<file path="src/rtl/instruction_fetch_pkg.sv">
// rtl/instruction_fetch_pkg.sv - shared widths, reset vector default and fetch FSM encoding
package instruction_fetch_pkg;

  localparam int          XLEN                 = 32;
  localparam logic [31:0] RESET_VECTOR_DEFAULT = 32'h0000_0000;
  localparam logic [31:0] PC_INCR              = 32'd4;

  typedef enum logic {
    ST_RUN  = 1'b0,
    ST_MISS = 1'b1
  } fetch_state_e;

endpackage

</file>
<file path="src/rtl/instruction_fetch_if.sv">
// rtl/instruction_fetch_if.sv - cache lookup, redirect and decode-slot signals of the fetch stage
interface instruction_fetch_if #(
  parameter int CNT_WIDTH = 32
);
  import instruction_fetch_pkg::*;

  logic                 fetch_enable;
  logic [XLEN-1:0]      icache_address;
  logic                 icache_miss;
  logic [XLEN-1:0]      icache_data;
  logic                 redirect_valid;
  logic [XLEN-1:0]      redirect_target;
  logic [XLEN-1:0]      instr;
  logic [XLEN-1:0]      instr_pc;
  logic                 instr_valid;
  logic                 decode_ready;
  logic                 fetch_misaligned;
  logic                 miss_stall;
  logic [CNT_WIDTH-1:0] miss_events;
  logic [CNT_WIDTH-1:0] miss_cycles;

  modport master (
    input  fetch_enable, icache_miss, icache_data, redirect_valid, redirect_target, decode_ready,
    output icache_address, instr, instr_pc, instr_valid, fetch_misaligned, miss_stall,
           miss_events, miss_cycles
  );

  modport slave (
    output fetch_enable, icache_miss, icache_data, redirect_valid, redirect_target, decode_ready,
    input  icache_address, instr, instr_pc, instr_valid, fetch_misaligned, miss_stall,
           miss_events, miss_cycles
  );

endinterface

</file>
<file path="src/rtl/instruction_fetch_saturating_counter.sv">
// rtl/instruction_fetch_saturating_counter.sv - up counter that sticks at all-ones
module saturating_counter #(
  parameter int WIDTH = 32
) (
  input  logic             clk,
  input  logic             reset_n,
  input  logic             inc,
  output logic [WIDTH-1:0] count
);

  logic [WIDTH-1:0] count_q;
  logic [WIDTH-1:0] count_d;

  always_comb begin
    count_d = count_q;
    if (inc && (count_q != {WIDTH{1'b1}})) begin
      count_d = count_q + 1'b1;
    end
  end

  always_ff @(posedge clk or negedge reset_n) begin
    if (!reset_n) begin
      count_q <= '0;
    end else begin
      count_q <= count_d;
    end
  end

  assign count = count_q;

endmodule

</file>
<file path="src/rtl/instruction_fetch.sv">
// rtl/instruction_fetch.sv - PC register, single-entry decode slot, miss stall FSM and miss statistics
module instruction_fetch
  import instruction_fetch_pkg::*;
#(
  parameter logic [31:0] RESET_VECTOR = RESET_VECTOR_DEFAULT,
  parameter int          CNT_WIDTH    = 32
) (
  input  logic                clk,
  input  logic                reset_n,
  instruction_fetch_if.master bus
);

  fetch_state_e    state_q, state_d;
  logic [XLEN-1:0] pc_q, pc_d;
  logic [XLEN-1:0] instr_q, instr_d;
  logic [XLEN-1:0] instr_pc_q, instr_pc_d;
  logic            instr_valid_q, instr_valid_d;
  logic            misaligned_q, misaligned_d;
  logic            slot_free;
  logic            consume;
  logic            events_inc;
  logic            cycles_inc;

  assign slot_free = !instr_valid_q || bus.decode_ready;
  assign consume   = instr_valid_q && bus.decode_ready;

  always_comb begin
    state_d       = state_q;
    pc_d          = pc_q;
    instr_d       = instr_q;
    instr_pc_d    = instr_pc_q;
    instr_valid_d = instr_valid_q;
    misaligned_d  = 1'b0;
    // Redirect wins over everything and flushes the slot even if decode takes it this cycle.
    if (bus.redirect_valid) begin
      pc_d          = {bus.redirect_target[XLEN-1:2], 2'b00};
      instr_valid_d = 1'b0;
      state_d       = ST_RUN;
      misaligned_d  = (bus.redirect_target[1:0] != 2'b00);
    end else if (bus.fetch_enable && !bus.icache_miss && slot_free) begin
      instr_d       = bus.icache_data;
      instr_pc_d    = pc_q;
      instr_valid_d = 1'b1;
      pc_d          = pc_q + PC_INCR;
      state_d       = ST_RUN;
    end else if (bus.fetch_enable && bus.icache_miss) begin
      state_d = ST_MISS;
      if (consume) instr_valid_d = 1'b0;
    end else begin
      // A hit blocked by back-pressure or a disabled fetch still ends a miss.
      if (!bus.icache_miss) state_d = ST_RUN;
      if (consume) instr_valid_d = 1'b0;
    end
  end

  always_ff @(posedge clk or negedge reset_n) begin
    if (!reset_n) begin
      state_q       <= ST_RUN;
      pc_q          <= RESET_VECTOR;
      instr_q       <= '0;
      instr_pc_q    <= '0;
      instr_valid_q <= 1'b0;
      misaligned_q  <= 1'b0;
    end else begin
      state_q       <= state_d;
      pc_q          <= pc_d;
      instr_q       <= instr_d;
      instr_pc_q    <= instr_pc_d;
      instr_valid_q <= instr_valid_d;
      misaligned_q  <= misaligned_d;
    end
  end

  assign events_inc = (state_q == ST_RUN) && (state_d == ST_MISS);
  assign cycles_inc = (state_q == ST_MISS);

  saturating_counter #(.WIDTH(CNT_WIDTH)) u_miss_events (
    .clk     (clk),
    .reset_n (reset_n),
    .inc     (events_inc),
    .count   (bus.miss_events)
  );

  saturating_counter #(.WIDTH(CNT_WIDTH)) u_miss_cycles (
    .clk     (clk),
    .reset_n (reset_n),
    .inc     (cycles_inc),
    .count   (bus.miss_cycles)
  );

  assign bus.icache_address   = pc_q;
  assign bus.instr            = instr_q;
  assign bus.instr_pc         = instr_pc_q;
  assign bus.instr_valid      = instr_valid_q;
  assign bus.fetch_misaligned = misaligned_q;
  assign bus.miss_stall       = (state_q == ST_MISS);

endmodule

</file>
<file path="src/flat_wrapper.sv">
// flat-port wrapper written by rule: the top's interface ports become plain ports
module instruction_fetch_flat import instruction_fetch_pkg::*;
#(
  parameter logic [31:0] RESET_VECTOR = RESET_VECTOR_DEFAULT,
  parameter int          CNT_WIDTH    = 32
)
  (clk, reset_n, bus_fetch_enable, bus_icache_miss, bus_icache_data, bus_redirect_valid, bus_redirect_target, bus_decode_ready, bus_icache_address, bus_instr, bus_instr_pc, bus_instr_valid, bus_fetch_misaligned, bus_miss_stall, bus_miss_events, bus_miss_cycles);
  instruction_fetch_if #(.CNT_WIDTH(CNT_WIDTH)) bus_i ();
  input  logic clk;
  input  logic reset_n;
  input wire logic [$bits(bus_i.fetch_enable)-1:0] bus_fetch_enable;
  input wire logic [$bits(bus_i.icache_miss)-1:0] bus_icache_miss;
  input wire logic [$bits(bus_i.icache_data)-1:0] bus_icache_data;
  input wire logic [$bits(bus_i.redirect_valid)-1:0] bus_redirect_valid;
  input wire logic [$bits(bus_i.redirect_target)-1:0] bus_redirect_target;
  input wire logic [$bits(bus_i.decode_ready)-1:0] bus_decode_ready;
  output wire logic [$bits(bus_i.icache_address)-1:0] bus_icache_address;
  output wire logic [$bits(bus_i.instr)-1:0] bus_instr;
  output wire logic [$bits(bus_i.instr_pc)-1:0] bus_instr_pc;
  output wire logic [$bits(bus_i.instr_valid)-1:0] bus_instr_valid;
  output wire logic [$bits(bus_i.fetch_misaligned)-1:0] bus_fetch_misaligned;
  output wire logic [$bits(bus_i.miss_stall)-1:0] bus_miss_stall;
  output wire logic [$bits(bus_i.miss_events)-1:0] bus_miss_events;
  output wire logic [$bits(bus_i.miss_cycles)-1:0] bus_miss_cycles;
  assign bus_i.fetch_enable = bus_fetch_enable;
  assign bus_i.icache_miss = bus_icache_miss;
  assign bus_i.icache_data = bus_icache_data;
  assign bus_i.redirect_valid = bus_redirect_valid;
  assign bus_i.redirect_target = bus_redirect_target;
  assign bus_i.decode_ready = bus_decode_ready;
  assign bus_icache_address = bus_i.icache_address;
  assign bus_instr = bus_i.instr;
  assign bus_instr_pc = bus_i.instr_pc;
  assign bus_instr_valid = bus_i.instr_valid;
  assign bus_fetch_misaligned = bus_i.fetch_misaligned;
  assign bus_miss_stall = bus_i.miss_stall;
  assign bus_miss_events = bus_i.miss_events;
  assign bus_miss_cycles = bus_i.miss_cycles;
  instruction_fetch #(.RESET_VECTOR(RESET_VECTOR), .CNT_WIDTH(CNT_WIDTH)) u_core (.clk(clk), .reset_n(reset_n), .bus(bus_i));
endmodule
</file>
<file path="config.mk">
export PLATFORM = sky130hd
export DESIGN_NAME = instruction_fetch_flat
export DESIGN_NICKNAME = d
export VERILOG_FILES = /design/src/rtl/instruction_fetch_pkg.sv /design/src/rtl/instruction_fetch_if.sv /design/src/rtl/instruction_fetch_saturating_counter.sv /design/src/rtl/instruction_fetch.sv /design/src/flat_wrapper.sv
export SDC_FILE = /design/constraint.sdc
export NUM_CORES = 1
export LEC_CHECK = 0
export CAP_MARGIN = 20
export CORE_ASPECT_RATIO = 1.75
export CORE_MARGIN = 4
export CORE_UTILIZATION = 38
export CTS_CLUSTER_SIZE = 12
export DETAILED_ROUTE_END_ITERATION = 10
export DONT_BUFFER_PORTS = 1
export SYNTH_ARGS = -nofsm -noshare
export SYNTH_HDL_FRONTEND = slang
export SYNTH_SLANG_ARGS = --single-unit
</file>
<file path="constraint.sdc">
create_clock -name clk -period 5.6 [get_ports clk]
set_input_delay 0.84 -clock clk [delete_from_list [all_inputs] [get_ports clk]]
set_output_delay 0.84 -clock clk [all_outputs]
set_load 0.02 [all_outputs]
</file>
# Word level (Yosys, flattened, before mapping)
# Cells that the tools add are included.
# classes
addsub,3
n_eq_ne,2
mux,10
bitwise,2
reduce_logical,14
# ops
op,count
$add A32 B1 Y32 const B,2
$mux W32,2
$ne A32 B32 Y1 const B,2
$add A32 B3 Y32 const B,1
$mux W1,8
$logic_and A1 B1 Y1,7
$reduce_bool A2 Y1,2
$reduce_bool A3 Y1,1
$logic_not A1 Y1,2
$not A1 Y1,2
$reduce_and A2 Y1,1
$logic_or A1 B1 Y1,1
# totals
ff_bits,163
input_bits,70
out_inout_bits,163
word_cells,39

# Longest topological paths before layout
# depth
depth_word,7
depth_mapped,7
depth_no_buf,6

# Cells and area by module
# A second synthesis with hierarchy kept.
# unflattened
cells_unflattened,641
hier_area_um2,7504.7
# by_module_without_submodules
mod,n_inst,cells_per_inst,area_per_inst_um2,seq_area_each_um2
instruction_fetch,1,339,4256.6,2377.3
saturating_counter,2,151,1624.1,800.8

# Worst setup path before layout
# OpenSTA, ideal clock, no wires.
# synth_path
path_kind,in2reg
from,in bus_icache_miss
to,reg u_core.instr_q[10] (netlist: u_core.bus.instr[10])
setup_time_ns,0.125
arrival_time_ns,2.077
required_ns,5.475
setup_slack_ns,3.398
stages,5
path_buffers,2
cell_sequence,nand2b_1 > clkbuf_1 > nor3_2 > buf_2 > mux2_2
# synth_between
elab_chain_cells,4
# synth_lines
element,line_no,source
"start, declared",flat_wrapper.sv:12,input wire logic [$bits(bus_i.icache_miss)-1:0] bus_icache_miss;
$logic_not A1 Y1,instruction_fetch.sv:40,end else if (bus.fetch_enable && !bus.icache_miss && slot_free) begin
$logic_and A1 B1 Y1 (2 in series),instruction_fetch.sv:40,
$reduce_and A2 Y1 (no source line),n/a,
"end signal, assigned",instruction_fetch.sv:67,instr_q <= instr_d;
"end, declared",instruction_fetch.sv:15,"logic [XLEN-1:0] instr_q, instr_d;"
# No other way between the ends.
# A chain may end at the register's enable or synchronous reset.

# Worst setup path after layout
# layout_path
from,in bus_icache_miss
to,reg u_core.instr_pc_q[11] (netlist: u_core.bus.instr_pc[11])
# layout_between
elab_chain_cells,4
# layout_lines
element,line_no,source
$logic_not A1 Y1,instruction_fetch.sv:40,
$logic_and A1 B1 Y1 (2 in series),instruction_fetch.sv:40,
$reduce_and A2 Y1 (no source line),n/a,
"end signal, assigned",instruction_fetch.sv:68,instr_pc_q <= instr_pc_d;
"end, declared",instruction_fetch.sv:16,"logic [XLEN-1:0] instr_pc_q, instr_pc_d;"
# No other way between the ends.

==> out/results.txt <==
outcome -> complete, no violations
Vias -> 4,891
post-synthesis cell count -> 630
Post-synth top flop -> dfrtp_1
period utilization -> 45.8%
Least-Margin Pin Slew -> 876 ps
Detail Placement HPWL -> 13,800 um
vias in the first global route -> 5,244
power consumption -> 3.07 mW
Setup-failing EPs final -> 0
final hold viol count -> 0
IO Count -> 233
final slew viol count -> 0
Fillers -> 1,772
DRC viols -> 0
Max FO, Critical Path -> 51
hold crit path type -> in2async
critical-path cell list -> nand2b_1 -> nor3_4 -> buf_4 -> mux2_2
post-DR wirelength/cell -> 20.8 um
Post-Place Cells -> 852
CTS sink count -> 159
CTS Buffer Depth -> 2
Die Wd -> 113 um
Detailed Routing Iterations Pass 1 -> 4
Post-CTS Setup Inserts -> 0
largest net degree at the start of global routing -> 160
post-synth top area cell -> dfrtp_1
clk slew on worst S/H paths -> 60 ps
synthesis-to-layout area growth -> 11.5%
critical path class -> in2reg
Clock Latency Late Sink -> 410 ps
Finished Layout Cells -> 883
Fmax achieved -> 390 MHz
synth cell count leaders -> dfrtp_1 (159), nand2_1 (64), xnor2_1 (51)
Yosys warning total -> 0
H-Tree Depth -> 4
PwrDens -> 378 nW/um^2
Rows -> 66
total track usage -> 17.0%
Synth top area share -> 54.6%
Setup TNS Final -> 0 ps
Post-synth EDFFs -> 0
Yosys reg bits -> 159
# port buffers -> 0
Critical Path AT -> 2860 ps
minimum clock period -> 2560 ps
ANT nets after route -> 0
Core Region -> 18,700 um^2
Netlist cell types -> 43
Peak supply drop -> 228 uV
Net count, final -> 706
Leak -> 3.35 nW
Num CTS Buffers -> 17
DR vias/cell -> 5.54
Die ar. -> 21,600 um^2
slew margin rel. -> 41.3%
Worst Setup Start Kind -> input pin
fin util -> 43.4%
Max-cap violations -> 0
clk root buf -> clkbuf_16
Starting Density -> 38.9%
Setup Skew -> 8.86 ps
CP required -> 5890 ps
GRT overflow -> 0
hold_buf cts -> 0
Worst Setup End Kind -> register
initial DRC count -> 268
Async SR Flop Fraction -> 100%
antenna cells -> 0
RSZ-0062 raised after global routing -> false
GP Congestion -> 0.814
PostCTS Resize Cnt -> 0
Die H -> 191 um
Syn Std Cell Area -> 7290 um^2
max incr delay on CP -> 630 ps
critical path's slowest cell -> buf_4
global-route wire length before repair -> 29,200 um
post-synthesis sequential area ratio -> 54.6%
CTS tree -> done
share of cells above drive strength 1 -> 13.5%
Syn Area/Cell -> 11.6 um^2
Synth area leaders -> dfrtp_1 (55%), mux2_2 (6.2%), xnor2_1 (6.1%)
most common cell in the netlist -> dfrtp_1
initial antenna violation count -> 0
final wirelength -> 18,300 um
sequential cells by signal (all words and copies together), names as in the netlist:
name / count
u_core.u_miss_cycles.count: 32
u_core.bus.fetch_misaligned: 1
u_core.bus.instr_valid: 1
u_core.u_miss_events.count: 32
u_core.bus.miss_stall: 1
u_core.bus.instr: 32
u_core.bus.icache_address: 30
u_core.bus.instr_pc: 30
path summary, 6_finish.rpt:
path	slack, ps	endpoint	cells after the start	from
min in group clk	500	u_core.bus.instr_valid	1	bus_redirect_valid
hold reg to reg	640	u_core.u_miss_events.count[30]	1	u_core.u_miss_events.count[30]
setup / recovery	3040	u_core.bus.instr_pc[11]	4	bus_icache_miss
max in group asynchronous	5300	u_core.u_miss_events.count[6]	0	reset_n
hold / removal	120	u_core.bus.instr_pc[8]	0	reset_n
setup reg to reg	3070	u_core.bus.instr_pc[11]	5	u_core.bus.instr_valid
power by group:
| part | total, mW | internal, mW | switching (mW) | leakage (nW) |
|---|---|---|---|---|
| Clock | 1.20 | 0.717 | 0.484 | 0.280 |
| Combinational | 0.209 | 0.124 | 0.0849 | 1.05 |
| Sequential | 1.66 | 1.30 | 0.361 | 2.02 |
logic make-up (layout without fill, tap and decap cells):
family / count (synthesis) / in the layout / synth area share, %
compound gates: 38 / 38 / 3.02
xor+xnor: 86 / 86 / 10.3
fa+ha+maj: 3 / 3 / 0.515
buf+inv: 29 / 41 / 1.85
flops: 159 / 159 / 54.6
mux: 71 / 71 / 10.9
other cells: 1 / 4 / 0.0514
simple gates: 243 / 243 / 18.7
layer usage:
metal  wire (um)  up-vias  track usage (%)
met5           0        -                0
met4         388        0             6.48
met3        1650       24             5.76
met2       10200      201             32.4
met1        6100     2433             16.7
li1            -     2233                -
critical path, delay by kind of cell:
kind	cells	cell delay, ps
simple gates	2	950
buf+inv	1	630
mux	1	400
cell type report:
cell class	instances	area, um^2	share of cell area [%]
sequential	159	3980	49.0
clock buffer	20	447	5.50
tap	238	298	3.66
clock inverter	11	155	1.91
timing repair buffer	3	22.5	0.277
multi-input combinational	445	3200	39.4
inverter	7	26.3	0.323
metrics by stage:
| stage | worst slack [ps] | hold WS (ps) | cell area [um^2] |
|---|---|---|---|
| global placement | 2630 | 548 | 7530 |
| detailed placement | 2540 | 548 | 7530 |
| CTS | 2990 | 100 | 8130 |
| finish | 3040 | 122 | 8130 |
| global route | 2870 | 93.6 | 8130 |
| floorplan | 3400 | 544 | 7300 |
placed cells by master (no fill, tap or decap), types with 3 or more instances in the layout:
cell type   count
bufinv_16       3
nand2b_1        4
xnor2_1        51
clkbuf_16      17
nor3_1          8
clkinvlp_4      4
mux2_2         40
nor3_2          4
inv_1           7
nor4_1          5
o21ai_1        20
nand4_1        45
nand3_1        40
and2_1          4
nor2_1         23
nor4_2          3
mux2_1         29
conb_1          4
dfrtp_1       159
o21ai_0         7
and3_1         18
ha_1            3
buf_4           3
xor2_1         35
inv_6           3
and4_1          8
nand2_1        64
(Power assumes the default switching activity.)
